### config.mk
export PLATFORM = sky130hd
export DESIGN_NAME = branch_resolve_ctrl
export DESIGN_NICKNAME = d
export VERILOG_FILES = /design/src/rtl/branch_resolve_ctrl.sv
export SDC_FILE = /design/constraint.sdc
export NUM_CORES = 1
export LEC_CHECK = 0
export CAP_MARGIN = 20
export CORE_AREA = 3 3 107 109
export DETAILED_ROUTE_END_ITERATION = 8
export DIE_AREA = 0 0 110 112
export PLACE_DENSITY_LB_ADDON = 0.25
export SYNTH_ARGS = -nofsm -noshare
export SYNTH_HDL_FRONTEND = slang
export SYNTH_SLANG_ARGS = --single-unit
### constraint.sdc
create_clock -name clk -period 5.05 [get_ports clk]
set_input_delay 0.505 -clock clk [delete_from_list [all_inputs] [get_ports clk]]
set_output_delay 0.505 -clock clk [all_outputs]
set_load 0.01 [all_outputs]
### src/rtl/branch_resolve_ctrl.sv
// Branch resolution control for the ID stage.
// Decodes the branch type, steers the comparator's rt input, stalls ID until
// operands are forwardable, and issues a registered one-cycle redirect plus
// IF/ID flush for taken branches (static predict-not-taken). Also keeps
// branch / taken / stall-cycle performance counters.
module branch_resolve_ctrl #(
    parameter int PERF_W = 16
) (
    input  logic              clk,
    input  logic              rst,
    input  logic              id_valid,
    input  logic [2:0]        id_br_type,
    input  logic [31:0]       id_pc,
    input  logic [31:0]       id_offset,
    input  logic              operands_ready,
    input  logic              ex_stall,
    input  logic [1:0]        cmp_result,
    output logic              cmp_zero_sel,
    output logic              stall_id,
    output logic              redirect_valid,
    output logic [31:0]       redirect_pc,
    output logic              flush_ifid,
    output logic [PERF_W-1:0] perf_branches,
    output logic [PERF_W-1:0] perf_taken,
    output logic [PERF_W-1:0] perf_stall_cycles
);

    typedef enum logic [1:0] {
        S_IDLE     = 2'd0,
        S_WAIT     = 2'd1,
        S_REDIRECT = 2'd2
    } state_t;

    localparam logic [2:0] BR_BEQ  = 3'd1;
    localparam logic [2:0] BR_BNE  = 3'd2;
    localparam logic [2:0] BR_BLT  = 3'd3;
    localparam logic [2:0] BR_BGE  = 3'd4;
    localparam logic [2:0] BR_BGTZ = 3'd5;
    localparam logic [2:0] BR_BLEZ = 3'd6;

    localparam logic [1:0] CMP_EQ = 2'b01;
    localparam logic [1:0] CMP_LT = 2'b10;
    localparam logic [1:0] CMP_GT = 2'b11;

    state_t            state_q, state_d;
    logic              redirect_valid_q, redirect_valid_d;
    logic [31:0]       redirect_pc_q, redirect_pc_d;
    logic [PERF_W-1:0] perf_branches_q, perf_branches_d;
    logic [PERF_W-1:0] perf_taken_q, perf_taken_d;
    logic [PERF_W-1:0] perf_stall_q, perf_stall_d;

    logic        is_br;
    logic        taken;
    logic        resolve;
    logic [31:0] target;

    // Branch presence and zero-compare steering (BGTZ/BLEZ compare rs against 0).
    always_comb begin
        is_br        = id_valid && (id_br_type >= BR_BEQ) && (id_br_type <= BR_BLEZ);
        cmp_zero_sel = id_valid && (id_br_type == BR_BGTZ || id_br_type == BR_BLEZ);
    end

    // Taken decode from the comparator result; DEFAULT (2'b00) never takes.
    always_comb begin
        taken = 1'b0;
        unique case (id_br_type)
            BR_BEQ:  taken = (cmp_result == CMP_EQ);
            BR_BNE:  taken = (cmp_result == CMP_LT) || (cmp_result == CMP_GT);
            BR_BLT:  taken = (cmp_result == CMP_LT);
            BR_BGE:  taken = (cmp_result == CMP_EQ) || (cmp_result == CMP_GT);
            BR_BGTZ: taken = (cmp_result == CMP_GT);
            BR_BLEZ: taken = (cmp_result == CMP_EQ) || (cmp_result == CMP_LT);
            default: taken = 1'b0;
        endcase
    end

    // Stall and resolve qualifiers; the REDIRECT cycle holds a wrong-path
    // instruction, so it neither stalls nor resolves.
    always_comb begin
        stall_id = is_br && !operands_ready && (state_q != S_REDIRECT);
        resolve  = is_br && operands_ready && !ex_stall && (state_q != S_REDIRECT);
        target   = id_pc + 32'd4 + {id_offset[29:0], 2'b00};
    end

    // Next-state, redirect and counter update.
    always_comb begin
        state_d          = state_q;
        redirect_valid_d = 1'b0;
        redirect_pc_d    = redirect_pc_q;
        perf_branches_d  = perf_branches_q;
        perf_taken_d     = perf_taken_q;
        perf_stall_d     = perf_stall_q;

        if (stall_id)
            perf_stall_d = perf_stall_q + PERF_W'(1);

        if (resolve) begin
            perf_branches_d = perf_branches_q + PERF_W'(1);
            if (taken) begin
                perf_taken_d     = perf_taken_q + PERF_W'(1);
                redirect_valid_d = 1'b1;
                redirect_pc_d    = target;
            end
        end

        unique case (state_q)
            S_IDLE: begin
                if (resolve)
                    state_d = taken ? S_REDIRECT : S_IDLE;
                else if (is_br && !operands_ready)
                    state_d = S_WAIT;
            end
            S_WAIT: begin
                if (!is_br)
                    state_d = S_IDLE;
                else if (resolve)
                    state_d = taken ? S_REDIRECT : S_IDLE;
            end
            S_REDIRECT: state_d = S_IDLE;
            default:    state_d = S_IDLE;
        endcase
    end

    // State, registered redirect outputs and counters; reset drops any pending redirect.
    always_ff @(posedge clk or posedge rst) begin
        if (rst) begin
            state_q          <= S_IDLE;
            redirect_valid_q <= 1'b0;
            redirect_pc_q    <= '0;
            perf_branches_q  <= '0;
            perf_taken_q     <= '0;
            perf_stall_q     <= '0;
        end else begin
            state_q          <= state_d;
            redirect_valid_q <= redirect_valid_d;
            redirect_pc_q    <= redirect_pc_d;
            perf_branches_q  <= perf_branches_d;
            perf_taken_q     <= perf_taken_d;
            perf_stall_q     <= perf_stall_d;
        end
    end

    assign redirect_valid    = redirect_valid_q;
    assign flush_ifid        = redirect_valid_q;
    assign redirect_pc       = redirect_pc_q;
    assign perf_branches     = perf_branches_q;
    assign perf_taken        = perf_taken_q;
    assign perf_stall_cycles = perf_stall_q;

endmodule
==> flow_summary.json, run 1 <==
{
  "root_buffer": "clkbuf_8",
  "synth_top_area_frac": 0.3917,
  "ys_async_sr_fraction": 1.000,
  "dieArea_mm2": 0.01232,
  "post-route-cell-area_mm2": 0.007189,
  "dp_hpwl_um": 9821,
  "worstSetupStartpointType": "input pin",
  "syn-cell-area_mm2": 0.005303,
  "drtAntennaViolNets": 0,
  "chipHeight_um": 112,
  "netlist_instances": 556,
  "yosys_warnings": 0,
  "fin_nets": 845,
  "p_comb_frac": 0.377,
  "portBuffers": 155,
  "clkSinkCount": 83,
  "finalClockSkew_ns": 0.01248,
  "period_minus_slack_ns": 3.458,
  "cts_max_level": 3,
  "min_path_type": "flop to flop",
  "core_mm2": 0.01070,
  "finalSetupViolCount": 0,
  "post_cts_buffers": 0,
  "worstPathArrival_ns": 3.71,
  "hold_start": "perf_taken[15]",
  "cp_cell_sequence": "clkdlybuf4s50_1, ha_1, ha_1, fa_1, a21oi_1, and4b_1, o31ai_1, a41oi_1, o2111ai_1, nand3_1, a31o_2",
  "drt_wl_total_um": 12740,
  "path_max_fanout": 4,
  "seqCellArea_mm2": 0.002077,
  "finalPower_mw": 2.282,
  "synth_edf_count": 0,
  "vias_per_cell": 5.490,
  "timing.final.crit_share": 0.6848,
  "top_layer": "met4",
  "clock.fmax_mhz": 289.2,
  "ys.flop_type": "dfrtp_1",
  "rsz0062_at_grt": "false",
  "vias": 4694,
  "track_usage": 0.2105,
  "finalMaxSlewViolations": 0,
  "p_switching_uw": 765.7,
  "power.density_mw_per_mm2": 317.4,
  "clk_latency_ns": 0.36,
  "critPathKind": "input pin to flop",
  "clk_path_buf_depth": 2,
  "pre_cts_slack_ns": 1.269,
  "ys_ff_latch": 83,
  "drt-initial-drc-count": 254,
  "timing.final.ws_setup_ns": 1.592,
  "grt_pass1_wl_um": 21000,
  "rows": 38,
  "hold_buffers": 0,
  "dp_cells": 839,
  "power.internal_mw": 1.516,
  "status": "complete, no violations",
  "initial_core_util": 0.4957,
  "path_clk_slew_ns": 0.09,
  "tightestPinTransition_ns": 0.6509,
  "syn_nets": 691,
  "slew_headroom": 0.5646,
  "grt_max_degree": 51,
  "cts_inserted_buffers": 9,
  "instances_no_fill": 855,
  "p_leak_nw": 3.245,
  "syn_avg_cell_area_um2": 9.537,
  "r2r_slack_ns": 2.29,
  "max_stage_delay_ns": 0.45,
  "crit_path_frequent_cell": "ha_1",
  "routedWlPerCell_um": 14.90,
  "io_pins": 158,
  "seqPwrFrac": 0.401,
  "yosysUniqueCellTypes": 59,
  "peakVddDrop_v": 0.0002188,
  "n_antenna_cell": 0,
  "p_sw_frac": 0.3355,
  "cp.required_ns": 5.30,
  "firstDrtPassIters": 4,
  "route.detailed.drc": 0,
  "multiInputGateArea_mm2": 0.003085,
  "synth_top_area_cell": "dfrtp_1",
  "ctsResizeCount": 0,
  "endpoint_kind": "flop",
  "die_w_um": 110,
  "synth_area_leaders": "dfrtp_1 39%, ha_1 14%, xnor2_1 6.3%",
  "overflow": 0,
  "cap_violations": 0,
  "nFillCells": 894,
  "synth-seq-area-share": 0.3917,
  "critPathLaunch": "id_pc[3]",
  "finalSetupTns_ns": 0,
  "drive_above_1_share": 0.04755,
  "grt_pass1_vias": 4503,
  "met1_length_um": 5459,
  "final_hold_viol_count": 0,
  "route.met2.wl_um": 6282,
  "cp_slowest_cell": "o31ai_1",
  "antenna_found_initial": 0,
  "area_growth_pct": 35.58,
  "wl_met3_um": 719,
  "place_congestion": 0.8711,
  "cts_tree": "yes",
  "reg2reg_from": "state_q[1]",
  "placed_area_mm2": 0.006980,
  "p_clk_frac": 0.221
}
-- worst max-delay path: cells and delay by family --
kind,cells,cell delay (ns)
adder cells (fa/ha/maj),3,0.95
AND/OR/NAND/NOR,2,0.33
buffers and inverters,1,0.41
AO/OA/AOI/OAI,5,1.51
-- registers in the layout (all words and copies together) (netlist names) --
signal	cells
redirect_pc	32
perf_branches	16
perf_stall_cycles	16
perf_taken	16
state_q	2
flush_ifid	1
-- metrics by stage --
step / hold WS, ns / util
global placement: 0.4575 / 0.6525
detailed placement: 0.4571 / 0.6525
finish: 0.4677 / 0.6720
global route: 0.4811 / 0.6720
CTS: 0.4738 / 0.6720
floorplan: 0.4250 / -
-- worst paths after layout --
check | depth (start not counted) | end
setup reg to reg | 8 | redirect_pc[26]
hold reg to reg | 1 | perf_taken[15]
max in group asynchronous | 3 | perf_stall_cycles[0]
setup / recovery | 11 | redirect_pc[25]
hold / removal | 1 | perf_taken[15]
min in group asynchronous | 2 | flush_ifid
-- layout by cell type (no fill, tap or decap), types with 4 or more instances in the layout --
| cell type | Yosys | layout |
|---|---|---|
| clkbuf_8 | 0 | 10 |
| and3_1 | 14 | 14 |
| inv_1 | 20 | 19 |
| nor2_2 | 4 | 4 |
| xnor2_1 | 38 | 38 |
| nand4_1 | 17 | 17 |
| o21ai_0 | 28 | 28 |
| o211ai_1 | 4 | 4 |
| nand2_1 | 81 | 80 |
| ha_1 | 60 | 60 |
| a21o_1 | 14 | 14 |
| a21oi_1 | 26 | 26 |
| o31ai_1 | 4 | 4 |
| xor2_1 | 26 | 26 |
| and2_1 | 6 | 6 |
| nor3_1 | 9 | 9 |
| a31oi_1 | 6 | 6 |
| nand3_1 | 22 | 22 |
| clkdlybuf4s50_1 | 0 | 155 |
| nor2b_1 | 6 | 6 |
| or3_1 | 7 | 7 |
| dfrtp_1 | 83 | 83 |
| nor2_1 | 22 | 22 |
-- logic make-up after synthesis --
group           after synthesis  synth area share
compound gates              109            0.1350
xor+xnor                     64            0.1057
fa+ha+maj                    62            0.1472
buf+inv                      34           0.02690
flops                        83            0.3917
mux                           2          0.004247
simple gates                202            0.1892
-- power groups by stage --
stage / Clock [mW] / Combinational (mW) / Sequential (mW)
after floorplan: 0 / 0.363 / 0.973
after global placement: 0 / 0.844 / 0.923
after detailed placement: 0 / 0.866 / 0.927
after CTS: 0.521 / 0.872 / 0.916
after global routing: 0.550 / 0.951 / 0.936
final: 0.505 / 0.861 / 0.916
-- final cells by class --
type,instances,area share
Multi-Input combinational cell,439,0.4292
Clock buffer,10,0.01914
Timing Repair Buffer,157,0.2179
Inverter,20,0.01062
Tap cell,140,0.02436
Sequential cell,83,0.2889
Clock inverter,6,0.009920
-- synthesized netlist by cell type, types with 4 or more instances --
master / instances
nor2_2: 4
a31oi_1: 6
nor2b_1: 6
clkbuf_1: 6
nor3_1: 9
o31ai_1: 4
a21o_1: 14
nand4_1: 17
a21oi_1: 26
and3_1: 14
dfrtp_1: 83
nand3_1: 22
nand2_1: 81
xor2_1: 26
o211ai_1: 4
xnor2_1: 38
ha_1: 60
o21ai_0: 28
and2_1: 6
nor2_1: 22
inv_1: 20
or3_1: 7
-- per-layer routing --
| layer | GRT usage | vias to the layer above |
|---|---|---|
| met5 | 0 | - |
| met4 | 0.07814 | 0 |
| met3 | 0.02841 | 21 |
| met2 | 0.3532 | 138 |
| met1 | 0.2739 | 2239 |
| li1 | - | 2296 |
(Power assumes the default switching activity.)
==> inputs of run 2 (changes only) <==
Settings changed: CORE_AREA 3 3 107 109 to 3 3 116 118, DIE_AREA 0 0 110 112 to 0 0 119 121.
Clock period 5.05 ns to 3 ns, I/O delays scaled along.
==> run 2 against run 1 <==
Clock skew down 0.0022 ns. Cell count rose by 9.4%. Worst hold slack lost 0.077 ns. Core utilization is 5.8 points lower. Sequential share of layout area down 2.0 points. Flip-flop and latch count stayed put.
==> flow_summary.json, run 2 (synthesis gave the netlist of run 1 again) <==
{
  "path_clk_slew_ns": 0.07,
  "drtAntennaViolNets": 0,
  "n_antenna_cell": 0,
  "mostFrequentLayoutCells": "155 x clkdlybuf4s50_1, 83 x dfrtp_1, 80 x nand2_1",
  "power.internal_mw": 2.796,
  "p_clk_frac": 0.250,
  "drive_above_1_share": 0.1153,
  "critPathLaunch": "id_pc[3]",
  "initial_core_util": 0.4219,
  "ctsResizeCount": 0,
  "grt_pass1_vias": 4845,
  "layout_commonest_cell": "clkdlybuf4s50_1",
  "r2r_slack_ns": 0.86,
  "timing.final.ws_setup_ns": 0.1260,
  "vias": 4804,
  "overflow": 0,
  "seqPwrFrac": 0.373,
  "min_path_type": "input pin to asynchronous set/reset pin",
  "firstDrtPassIters": 4,
  "grt_pass1_wl_um": 22710,
  "post_cts_buffers": 0,
  "area_growth_pct": 45.52,
  "routedWlPerCell_um": 14.63,
  "finalSetupViolCount": 0,
  "grt_max_degree": 46,
  "fin_util": 0.6139,
  "clk_latency_ns": 0.34,
  "pre_cts_slack_ns": -0.3114,
  "cap_violations": 0,
  "cp.required_ns": 3.24,
  "slew_headroom": 0.5047,
  "peakVddDrop_v": 0.0002631,
  "dp_hpwl_um": 10780,
  "clkSinkCount": 83,
  "dieArea_mm2": 0.01440,
  "chipHeight_um": 121,
  "drt_wl_total_um": 13680,
  "antenna_found_initial": 0,
  "worstSetupStartpointType": "input pin",
  "track_usage": 0.1922,
  "nFillCells": 1087,
  "seqCellArea_mm2": 0.002077,
  "p_switching_mw": 1.377,
  "period_minus_slack_ns": 2.874,
  "reg2reg_from": "state_q[1]",
  "post-route-cell-area_mm2": 0.007716,
  "finalClockSkew_ns": 0.01023,
  "clk_path_buf_depth": 2,
  "hold_buffers": 0,
  "finalMaxSlewViolations": 0,
  "tightestPinTransition_ns": 0.7420,
  "vias_per_cell": 5.138,
  "p_comb_frac": 0.376,
  "cts_tree": "yes",
  "p_sw_frac": 0.3300,
  "io_pins": 158,
  "placed_area_mm2": 0.007393,
  "clock.fmax_mhz": 348.0,
  "multiInputGateArea_mm2": 0.003132,
  "core_mm2": 0.01257,
  "cts_max_level": 3,
  "largest_reg_flops": 32,
  "endpoint_kind": "flop",
  "critPathKind": "input pin to flop",
  "route.detailed.drc": 0,
  "die_w_um": 119,
  "fin_nets": 893,
  "power.density_mw_per_mm2": 540.9,
  "p_leak_nw": 3.504,
  "drt-initial-drc-count": 218,
  "cts_inserted_buffers": 9,
  "timing.final.crit_share": 0.9580,
  "root_buffer": "clkbuf_16",
  "portBuffers": 155,
  "rows": 41,
  "path_max_fanout": 4,
  "worstPathArrival_ns": 3.11,
  "hold-worst-slack_ns": 0.3912,
  "r2r_cells": 7,
  "place_congestion": 0.8921,
  "final_hold_viol_count": 0,
  "status": "complete, no violations",
  "regToRegEndpoint": "perf_stall_cycles[10]"
}
## run 2: worst max path at each step
stage,cells past startpoint,endpoint
floorplan,10,redirect_pc[25]
global placement,12,redirect_pc[25]
detailed placement,13,redirect_pc[15]
CTS,14,redirect_pc[25]
global route,14,redirect_pc[27]
finish,12,redirect_pc[27]
## run 2: critical path, cell delays in order
cell,delay [ns]
clkdlybuf4s50_1,0.40
ha_1,0.30
ha_1,0.23
fa_1,0.41
a21oi_2,0.15
and4b_1,0.23
o31ai_1,0.22
buf_4,0.17
a41oi_2,0.14
o211ai_1,0.23
a21oi_1,0.10
o31ai_1,0.22
## run 2: cell type report
cell class,count,share of cell area
Clock buffer,10,0.02967
Clock inverter,6,0.006162
Inverter,20,0.009891
Multi-Input combinational cell,439,0.4059
Sequential cell,83,0.2692
Tap cell,172,0.02789
Timing Repair Buffer,205,0.2513
## run 2: metrics by stage
stage / TNS [ns] / total power, mW / instances
finish: 0 / 4.173 / 935
global route: -0.006029 / 4.433 / 935
CTS: 0 / 4.211 / 935
detailed placement: -3.302 / 3.138 / 919
global placement: -2.553 / 3.100 / 919
floorplan: 0 / 2.248 / 556
## run 2: power by group through the flow
stage / combinational [mW] / clock, mW / sequential [mW]
after detailed placement: 1.56 / 0 / 1.57
after floorplan: 0.611 / 0 / 1.64
after global placement: 1.53 / 0 / 1.57
after CTS: 1.57 / 1.07 / 1.56
after global routing: 1.73 / 1.11 / 1.59
final: 1.57 / 1.05 / 1.56
## run 2: per-layer routing
layer | track usage | vias to the layer above | part of all wire | routed length, um
met2 | 0.3317 | 136 | 0.48 | 6607
li1 | - | 2389 | - | -
met4 | 0.05286 | 0 | 0.0099 | 136
met3 | 0.03263 | 11 | 0.049 | 670
met5 | 0 | - | 0 | 0
met1 | 0.2494 | 2268 | 0.46 | 6261
==> inputs of run 3 (changes only) <==
Settings changed: TNS_END_PERCENT set to 30.
==> results of run 3 <==
No change in the layout: final DEF, timing and power equal those of run 2.
